[src/rtl/uart_rx.sv]
// 8N1 UART receiver: rx_i passes a 2-flop synchronizer, then a bit timer schedules
// mid-bit samples for the start, data and stop bits.
module uart_rx #(
  parameter int CLKS_PER_BIT = 20
) (
  input  logic       clk,
  input  logic       resetn,
  input  logic       rx_i,
  output logic [7:0] d_o,
  output logic       valid_o,
  output logic       frame_err_o,
  output logic       busy_o
);

  localparam int TW = $clog2(CLKS_PER_BIT) + 1;
  localparam logic [TW-1:0] HALF_LAST = TW'(CLKS_PER_BIT / 2 - 1);
  localparam logic [TW-1:0] BIT_LAST  = TW'(CLKS_PER_BIT - 1);

  typedef enum logic [2:0] {
    S_IDLE  = 3'd0,
    S_START = 3'd1,
    S_DATA  = 3'd2,
    S_STOP  = 3'd3,
    S_BREAK = 3'd4
  } state_t;

  state_t        state_q, state_d;
  logic          rx_s1_q, rx_s1_d;
  logic          rx_s2_q, rx_s2_d;
  logic [TW-1:0] timer_q, timer_d;
  logic [2:0]    bit_q, bit_d;
  logic [7:0]    shift_q, shift_d;
  logic [7:0]    data_q, data_d;
  logic          valid_q, valid_d;
  logic          ferr_q, ferr_d;
  logic          busy_q, busy_d;

  // Next-state, datapath and output computation; every sample edge reloads the timer.
  always_comb begin
    rx_s1_d = rx_i;
    rx_s2_d = rx_s1_q;
    state_d = state_q;
    timer_d = timer_q + TW'(1);
    bit_d   = bit_q;
    shift_d = shift_q;
    data_d  = data_q;
    valid_d = 1'b0;
    ferr_d  = 1'b0;
    case (state_q)
      S_IDLE: begin
        timer_d = '0;
        if (rx_s2_q == 1'b0) begin
          state_d = S_START;
        end else begin
          state_d = S_IDLE;
        end
      end
      S_START: begin
        if (timer_q == HALF_LAST) begin
          timer_d = '0;
          bit_d   = 3'd0;
          if (rx_s2_q == 1'b1) begin
            state_d = S_IDLE;
          end else begin
            state_d = S_DATA;
          end
        end else begin
          state_d = S_START;
        end
      end
      S_DATA: begin
        if (timer_q == BIT_LAST) begin
          timer_d = '0;
          shift_d = {rx_s2_q, shift_q[7:1]};
          if (bit_q == 3'd7) begin
            state_d = S_STOP;
          end else begin
            bit_d = bit_q + 3'd1;
          end
        end else begin
          state_d = S_DATA;
        end
      end
      S_STOP: begin
        if (timer_q == BIT_LAST) begin
          timer_d = '0;
          if (rx_s2_q == 1'b1) begin
            data_d  = shift_q;
            valid_d = 1'b1;
            state_d = S_IDLE;
          end else begin
            ferr_d  = 1'b1;
            state_d = S_BREAK;
          end
        end else begin
          state_d = S_STOP;
        end
      end
      S_BREAK: begin
        // A held-low line must return high before another start can be seen.
        timer_d = '0;
        if (rx_s2_q == 1'b1) begin
          state_d = S_IDLE;
        end else begin
          state_d = S_BREAK;
        end
      end
      default: begin
        timer_d = '0;
        state_d = S_IDLE;
      end
    endcase
    busy_d = (state_d != S_IDLE);
  end

  // All state, including the synchronizer, with asynchronous active-low reset.
  always_ff @(posedge clk or negedge resetn) begin
    if (!resetn) begin
      state_q <= S_IDLE;
      rx_s1_q <= 1'b1;
      rx_s2_q <= 1'b1;
      timer_q <= '0;
      bit_q   <= 3'd0;
      shift_q <= 8'h00;
      data_q  <= 8'h00;
      valid_q <= 1'b0;
      ferr_q  <= 1'b0;
      busy_q  <= 1'b0;
    end else begin
      state_q <= state_d;
      rx_s1_q <= rx_s1_d;
      rx_s2_q <= rx_s2_d;
      timer_q <= timer_d;
      bit_q   <= bit_d;
      shift_q <= shift_d;
      data_q  <= data_d;
      valid_q <= valid_d;
      ferr_q  <= ferr_d;
      busy_q  <= busy_d;
    end
  end

  assign d_o         = data_q;
  assign valid_o     = valid_q;
  assign frame_err_o = ferr_q;
  assign busy_o      = busy_q;

endmodule
[config.mk]
export PLATFORM = sky130hd
export DESIGN_NAME = uart_rx
export DESIGN_NICKNAME = d
export VERILOG_FILES = /design/src/rtl/uart_rx.sv
export SDC_FILE = /design/constraint.sdc
export NUM_CORES = 1
export LEC_CHECK = 0
export BUFFER_PORTS_ARGS = -buffer_cell sky130_fd_sc_hd__buf_4
export CAP_MARGIN = 20
export CORE_ASPECT_RATIO = 1.1
export CORE_MARGIN = 2
export CORE_UTILIZATION = 23
export CTS_BUF_LIST = sky130_fd_sc_hd__clkbuf_4
export DETAILED_ROUTE_END_ITERATION = 7
export GPL_ROUTABILITY_DRIVEN = 0
export MAX_ROUTING_LAYER = met4
export SKIP_LAST_GASP = 1
export SYNTH_ARGS = -nofsm -noshare
export SYNTH_HDL_FRONTEND = slang
export SYNTH_SLANG_ARGS = --single-unit
[constraint.sdc]
create_clock -name clk -period 2.1 [get_ports clk]
set_input_delay 0.63 -clock clk [delete_from_list [all_inputs] [get_ports clk]]
set_output_delay 0.63 -clock clk [all_outputs]
set_load 0.03 [all_outputs]
==> results.yml, run 1 <==
sta:
  hold_ws_ns: 0.2143
  fmax_mhz: 541.5
  rsz0062_at_grt: "false"
  tightest_slew_ns: 0.4551
  period_minus_slack_ns: 1.847
  hold_viol: 0
  relSlewSlack_pct: 69.66
  post-route-period-util_pct: 87.94
  finalSetupViolations: 0
  tns_ns: 0
  final-max-slew-violation-count: 0
  finClkSkew_ns: 0.01057
cts:
  cts-resized-gates: 0
  clkLatencyLatePin_ns: 0.34
  cts_max_level: 2
  cts_tree: "yes"
  ctsHoldBuffers: 0
  clk_pin_slew_ns: 0.10
  numCtsBuffers: 5
  postCtsSetupBuffers: 0
  clock_path_buffers: 2
  clkSinkCount: 33
  root_buffer: "clkbuf_4"
yosys:
  synth-seq-area-share_pct: 54.53
  synth_area_um2: 1519
  yosys.cell_types.count: 36
  ys_ff_latch: 33
  synth.avg_cell_area_um2: 12.98
  synth_edf_count: 0
  syn_nets: 124
  syn_inst: 117
  ys_top_cells_by_area: "dfrtp_1, mux2_4, mux2_2"
  synth_top_area_share_pct: 51.07
  async_flop_share_pct: 100.0
  ys.warnings.count: 0
  yosysTopAreaCell: "dfrtp_1"
  ys.flop_type: "dfrtp_1"
worst_setup_path:
  worstSetupStartpointType: "flop"
  end_kind: "flop"
  cp_cell_sequence: "ha_1 -> nand3b_1 -> nor3_4 -> nand2b_2 -> mux2_4"
  cpMaxStageDelayCell: "dfrtp_1"
  critPathMaxStageDelay_ns: 0.40
  cp.required_ns: 2.34
  cp.arrival_ns: 2.08
  critical_path_class: "reg2reg"
  worst-path-max-fanout: 8
layout:
  antennaDiodeCount: 0
  ff_latch_area_um2: 828.3
  fillers: 669
  drive_gt1_share_pct: 31.34
  multi_input_area_um2: 645.6
  fin_nets: 140
  mostFrequentLayoutCells: "dfrtp_1, buf_4, nor2_1"
  final_common_cell: "dfrtp_1"
  area_growth_pct: 16.39
run:
  drv_cap: 0
floorplan:
  io_pins: 14
  initial_core_util_pct: 23.45
  die_height_um: 89.23
  coreArea_um2: 6477
  die_area_um2: 7271
  fp.dieW_um: 81.49
  num_rows: 31
grt:
  grt_usage_pct: 8.427
  grt_pass1_wl_mm: 4.333
  overflow: 0
  antenna_found_initial: 0
  grt_pass1_vias: 899
  grt_max_degree: 34
routing:
  wl_per_cell_um: 11.77
  drtPass1Iterations: 4
  detail-route-antenna-nets: 0
  drt_iter0_drc: 66
  viasPerCell: 4.236
  wirelength_mm: 2.542
  drc: 0
  route.vias.total: 915
placed_design:
  portBuffers: 13
  dp_hpwl_mm: 1.780
pwr:
  ir_drop_uv: 355.7
  power_mw: 1.562
  leakage_nw: 0.8452
  power.density_nw_per_um2: 883.3
outcome:
  status: "finished clean"
min_path:
  hold_path.class: "in2async"
## state kept, by name, indices dropped and copies added (netlist names)
register	count
shift_q	8
state_q	3
d_o	8
valid_o	1
rx_s1_q	1
bit_q	3
frame_err_o	1
rx_s2_q	1
timer_q	6
busy_o	1
## routing by layer
metal	vias up	track usage, %	part of all wire, %
li1	445	-	-
met1	452	10.47	46
met4	0	3.698	1.8
met5	-	-	0
met3	5	3.737	5.5
met2	13	11.77	47
## worst max-delay path: cells and delay by family, from the launching register on
kind	cells	cell delay, ns
AND/OR/NAND/NOR	3	0.77
flip-flops	1	0.40
multiplexers	1	0.35
adder cells (fa/ha/maj)	1	0.24
## area by class of cell
cell class                 instances  share of cell area (%)
multi-input combinational         76                   36.52
clock buffer                       6                   2.548
timing repair buffer              13                   5.520
tap                               82                   5.803
clock inverter                     2                   1.911
sequential                        33                   46.85
inverter                           4                  0.8493
## where the power goes
group          switching (mW)  internal, mW  leakage [nW]
clock                   0.212         0.261        0.0433
combinational           0.188         0.117         0.365
sequential             0.0879         0.696         0.437
total                   0.489          1.07         0.845
## cell families (layout without fill, tap and decap cells)
group | Yosys count | in the layout | synth area share (%)
DFF | 33 | 33 | 54.53
muxes | 17 | 17 | 14.50
xor gates and xnor gates | 5 | 5 | 2.884
AOI/OAI and AO/OA | 17 | 17 | 7.907
buffers and inverters | 8 | 25 | 2.965
and+or+nand+nor | 33 | 33 | 13.92
adders and majority gates | 4 | 4 | 3.295
## final timing paths
kind                       cells after the start    endpoint  slack [ns]        from
max                                            5  shift_q[6]        0.25  timer_q[0]
min                                            1      d_o[6]        0.21      resetn
max reg2reg                                    5  shift_q[6]        0.25  timer_q[0]
min reg2reg                                    0     rx_s2_q        0.36     rx_s1_q
max in group asynchronous                      1     rx_s2_q        1.55      resetn
min in group clk                               0     rx_s2_q        0.36     rx_s1_q
## synthesized netlist by cell type, drive strengths merged, types with 3 or more instances
| cell | instances |
|---|---|
| nand2 | 3 |
| ha | 4 |
| nor2 | 12 |
| inv | 4 |
| dfrtp | 31 |
| mux2 | 16 |
| or3 | 3 |
| nand3 | 4 |
| xnor2 | 3 |
## through the flow
| step | util [%] | instance area [um2] | std cells | setup WS, ns |
|---|---|---|---|---|
| after floorplan | - | 1519 | 117 | 0.3939 |
| after global placement | 26.08 | 1689 | 208 | 0.2825 |
| after detailed placement | 26.08 | 1689 | 208 | 0.2428 |
| after CTS | 27.29 | 1768 | 216 | 0.2379 |
| after global routing | 27.29 | 1768 | 216 | 0.1133 |
| final | 27.29 | 1768 | 216 | 0.2532 |
No activity file was read; power rests on OpenSTA's default activity.
==> run 2, diff against run 1 <==
==> constraint.sdc (replaced) <==
create_clock -name clk -period 2.1 [get_ports clk]
set_input_delay 0.21 -clock clk [delete_from_list [all_inputs] [get_ports clk]]
set_output_delay 0.21 -clock clk [all_outputs]
set_load 0.03 [all_outputs]
==> run 2 against run 1 <==
- clock power hardly changed
- cell area is 1.1% higher
- power increased by 0.18%
- count of clock-buffer cells in the layout unchanged
- clock skew hardly changed
- flip-flop and latch count stayed put
- sequential power barely moved
- setup slack got worse by 0.0025 ns
- largest cell class unchanged
- highest routed layer unchanged
==> results.yml, run 2 (synthesized netlist as in run 1, its figures left out) <==
worst_setup_path:
  crit_buf_inv: 0
  cp.required_ns: 2.34
  r2r_slack_ns: 0.25
  critical_path_class: "reg2reg"
  cp.arrival_ns: 2.08
  startpoint: "timer_q[0]"
  worstSetupStartpointType: "flop"
  r2r_start: "timer_q[0]"
  cp.depth: 5
  end_kind: "flop"
  worst-path-max-fanout: 8
  critPathMaxStageDelay_ns: 0.40
  path_delay_family: "simple AND/OR/NAND/NOR gates"
  reg2reg_depth: 5
  endpoint: "shift_q[6]"
  cpMaxStageDelayCell: "dfrtp_1"
  r2r_end: "shift_q[6]"
  cp_cell_sequence: "ha_1 -> nand3b_1 -> nor3_4 -> nand2b_2 -> mux2_4"
sta:
  finalSetupViolations: 0
  tightest_slew_ns: 0.4557
  relSlewSlack_pct: 69.62
  post-route-period-util_pct: 88.06
  finClkSkew_ns: 0.01043
  tns_ns: 0
  hold_ws_ns: 0.3482
  fmax_mhz: 540.7
  rsz0062_at_grt: "false"
  period_minus_slack_ns: 1.849
  setup_ws_ns: 0.2507
  hold_viol: 0
  final-max-slew-violation-count: 0
layout:
  drive_gt1_share_pct: 30.88
  design_area_um2: 1788
  final_common_cell: "dfrtp_1"
  area_growth_pct: 17.71
  mostFrequentLayoutCells: "dfrtp_1, buf_4, nor2_1"
  antennaDiodeCount: 0
  fin_nets: 142
  fillers: 669
routing:
  wl_met1_mm: 1.168
  drt_iter0_drc: 53
  wl_per_cell_um: 11.68
  drtPass1Iterations: 4
  wl_met2_mm: 1.187
  detail-route-antenna-nets: 0
  drc: 0
  viasPerCell: 4.243
  route.vias.total: 925
  wl_met3_um: 143
  wirelength_mm: 2.546
  routed.top_layer: "met4"
grt:
  grt_pass1_wl_mm: 4.340
  grt_pass1_vias: 905
  overflow: 0
  antenna_found_initial: 0
  grt_usage_pct: 8.427
  grt_max_degree: 34
pwr:
  leakage_nw: 0.8536
  power_mw: 1.564
  power.density_nw_per_um2: 875.0
  ir_drop_uv: 355.1
cts:
  cts-resized-gates: 0
  clk_pin_slew_ns: 0.10
  postCtsSetupBuffers: 0
  clock_path_buffers: 2
  numCtsBuffers: 5
  root_buffer: "clkbuf_4"
  cts_tree: "yes"
  clkSinkCount: 33
  cts_max_level: 2
  clkLatencyLatePin_ns: 0.34
outcome:
  status: "finished clean"
floorplan:
  die_height_um: 89.23
  io_pins: 14
  num_rows: 31
  die_area_um2: 7271
  coreArea_um2: 6477
  fp.dieW_um: 81.49
  initial_core_util_pct: 23.45
placed_design:
  dp_hpwl_mm: 1.780
  place_area_um2: 1689
  place_ws_ns: 0.2428
  portBuffers: 13
min_path:
  hold_path.class: "in2async"
run:
  drv_cap: 0
-- run 2: cell count changes in the layout (fill, tap and decap cells not counted), sizes merged --
| cell | delta |
|---|---|
| dlygate4sd3 | +2 |
-- run 2: area by class of cell --
| type | count | area, um2 | share of cell area, % |
|---|---|---|---|
| inverters | 4 | 15.01 | 0.8398 |
| clock buffers | 6 | 45.04 | 2.519 |
| flip-flops and latches | 33 | 828.3 | 46.33 |
| multi-input cells | 76 | 645.6 | 36.11 |
| repair buffers | 15 | 117.6 | 6.578 |
| well taps | 82 | 102.6 | 5.738 |
| clock inverters | 2 | 33.78 | 1.889 |
-- run 2: repair_timing --
item	4_1_cts	5_1_grt
endpoints found under the setup margin	0	0
hold buffers	2	0
hold endpoints to repair	32	0
-- run 2: per-stage QoR --
step / std cells / utilization (%)
finish: 218 / 27.60
global route: 218 / 27.60
global placement: 208 / 26.08
CTS: 218 / 27.60
floorplan: 117 / -
detailed placement: 208 / 26.08
-- run 2: layer usage --
| layer | up-vias | global-route usage [%] |
|---|---|---|
| met1 | 456 | 10.47 |
| met2 | 15 | 11.77 |
| met5 | - | - |
| met4 | 0 | 3.698 |
| li1 | 449 | - |
| met3 | 5 | 3.737 |
-- run 2: report_power, final --
group / internal, mW / switching, mW / total (mW)
combinational: 0.119 / 0.189 / 0.308
sequential: 0.696 / 0.0879 / 0.783
clock: 0.261 / 0.212 / 0.473
total: 1.08 / 0.489 / 1.56
-- run 2: worst min path at each step --
stage,end,slack (ns),cells after the start
after floorplan,bit_q[0],-0.09,0
after global placement,bit_q[1],0.18,1
after detailed placement,bit_q[2],0.18,1
after CTS,d_o[6],0.36,2
after global routing,d_o[6],0.37,2
final,d_o[6],0.35,2
==> run 3, diff against run 2 <==
--- a/config.mk
+++ b/config.mk
@@ -14,6 +14,7 @@
 export DETAILED_ROUTE_END_ITERATION = 7
 export GPL_ROUTABILITY_DRIVEN = 0
 export MAX_ROUTING_LAYER = met4
+export RECOVER_POWER = 25
 export SKIP_LAST_GASP = 1
 export SYNTH_ARGS = -nofsm -noshare
 export SYNTH_HDL_FRONTEND = slang
==> run 3 against run 2 <==
- power hardly changed
- hold slack better by 0.011 ns
- sequential power hardly changed
- non-clock buffer count stayed put
- combinational power hardly changed
- clock power hardly changed
- cell count stayed put
- count of clock-buffer cells in the layout stayed put
- utilization hardly changed
==> results.yml, run 3 (synthesized netlist as in run 1, its figures left out) <==
outcome:
  status: "finished clean"
sta:
  tns_ns: 0
  fmax_mhz: 540.7
  finalSetupViolations: 0
  setup_ws_ns: 0.2507
  hold_viol: 0
  rsz0062_at_grt: "false"
  finClkSkew_ns: 0.01043
  relSlewSlack_pct: 46.47
  post-route-period-util_pct: 88.06
  final-max-slew-violation-count: 0
  tightest_slew_ns: 0.8029
  period_minus_slack_ns: 1.849
placed_design:
  dp_hpwl_mm: 1.780
  place_ws_ns: 0.2428
  place_area_um2: 1689
  portBuffers: 13
cts:
  clkSinkCount: 33
  clkLatencyLatePin_ns: 0.34
  postCtsSetupBuffers: 0
  numCtsBuffers: 5
  root_buffer: "clkbuf_4"
  clock_path_buffers: 2
  clk_pin_slew_ns: 0.10
  cts_tree: "yes"
  cts_max_level: 2
routing:
  drtPass1Iterations: 4
  wirelength_mm: 2.540
  detail-route-antenna-nets: 0
  viasPerCell: 4.252
  wl_per_cell_um: 11.65
  drt_iter0_drc: 53
  route.vias.total: 927
  drc: 0
worst_setup_path:
  crit_buf_inv: 0
  cp.depth: 5
  path_delay_family: "simple AND/OR/NAND/NOR gates"
  r2r_end: "shift_q[6]"
  cpMaxStageDelayCell: "dfrtp_1"
  reg2reg_depth: 5
  critPathMaxStageDelay_ns: 0.40
  worst-path-max-fanout: 8
  r2r_slack_ns: 0.25
  cp.required_ns: 2.34
  cp_cell_sequence: "ha_1 -> nand3b_1 -> nor3_4 -> nand2b_2 -> mux2_4"
  cp.arrival_ns: 2.08
  r2r_start: "timer_q[0]"
  critical_path_class: "reg2reg"
  worstSetupStartpointType: "flop"
  end_kind: "flop"
layout:
  fin_nets: 142
  mostFrequentLayoutCells: "dfrtp_1, nor2_1, buf_4"
  design_area_um2: 1785
  antennaDiodeCount: 0
  area_growth_pct: 17.55
  final_common_cell: "dfrtp_1"
  drive_gt1_share_pct: 30.88
min_path:
  hold_start: "rx_s1_q"
  hold_depth: 0
  hold_path.class: "reg2reg"
  hold_end: "rx_s2_q"
pwr:
  leakage_nw: 0.8527
  ir_drop_uv: 355.0
  power.density_nw_per_um2: 875.8
  power_mw: 1.564
floorplan:
  num_rows: 31
  die_height_um: 89.23
  fp.dieW_um: 81.49
  io_pins: 14
  initial_core_util_pct: 23.45
  coreArea_um2: 6477
  die_area_um2: 7271
grt:
  overflow: 0
  grt_pass1_wl_mm: 4.340
  grt_pass1_vias: 905
  antenna_found_initial: 0
  grt_max_degree: 34
  grt_usage_pct: 8.427
run:
  drv_cap: 0
[run 3: report_power, final]
part | total, mW | internal [mW] | switching [mW]
Sequential | 0.783 | 0.696 | 0.0879
Clock | 0.473 | 0.261 | 0.212
Combinational | 0.307 | 0.118 | 0.189
[run 3: repair_timing]
item | 4_1_cts | 5_1_grt
setup endpoints to repair | 0 | 0
gates resized for setup | 0 | 0
endpoints found under the hold margin | 32 | 0
hold buffers | 2 | 0
[run 3: layout make-up]
type	instances	area (um2)
Multi-Input combinational cell	76	645.6
Sequential cell	33	828.3
Timing Repair Buffer	15	115.1
Inverter	4	15.01
Fill cell	669	4692
Clock buffer	6	45.04
Clock inverter	2	33.78
Tap cell	82	102.6
[run 3: metrics by stage]
step	std cells	utilization, %	hold slack [ns]
after detailed placement	208	26.08	0.1820
after floorplan	117	-	-0.08559
final	218	27.56	0.3594
after global routing	218	27.56	0.3707
after global placement	208	26.08	0.1798
after CTS	218	27.60	0.3611
[run 3: routing by layer]
| metal | up-vias | track usage [%] | share of wire, % |
|---|---|---|---|
| li1 | 449 | - | - |
| met3 | 5 | 3.737 | 5.6 |
| met2 | 15 | 11.77 | 47 |
| met5 | - | - | 0 |
| met1 | 458 | 10.47 | 46 |
| met4 | 0 | 3.698 | 1.8 |
[run 3: worst max path at each step]
stage,slack (ns),start,end
after floorplan,0.39,timer_q[0],shift_q[0]
after global placement,0.28,timer_q[0],shift_q[7]
after detailed placement,0.24,timer_q[0],shift_q[7]
after CTS,0.24,timer_q[0],shift_q[2]
after global routing,0.11,timer_q[0],shift_q[1]
final,0.25,timer_q[0],shift_q[6]
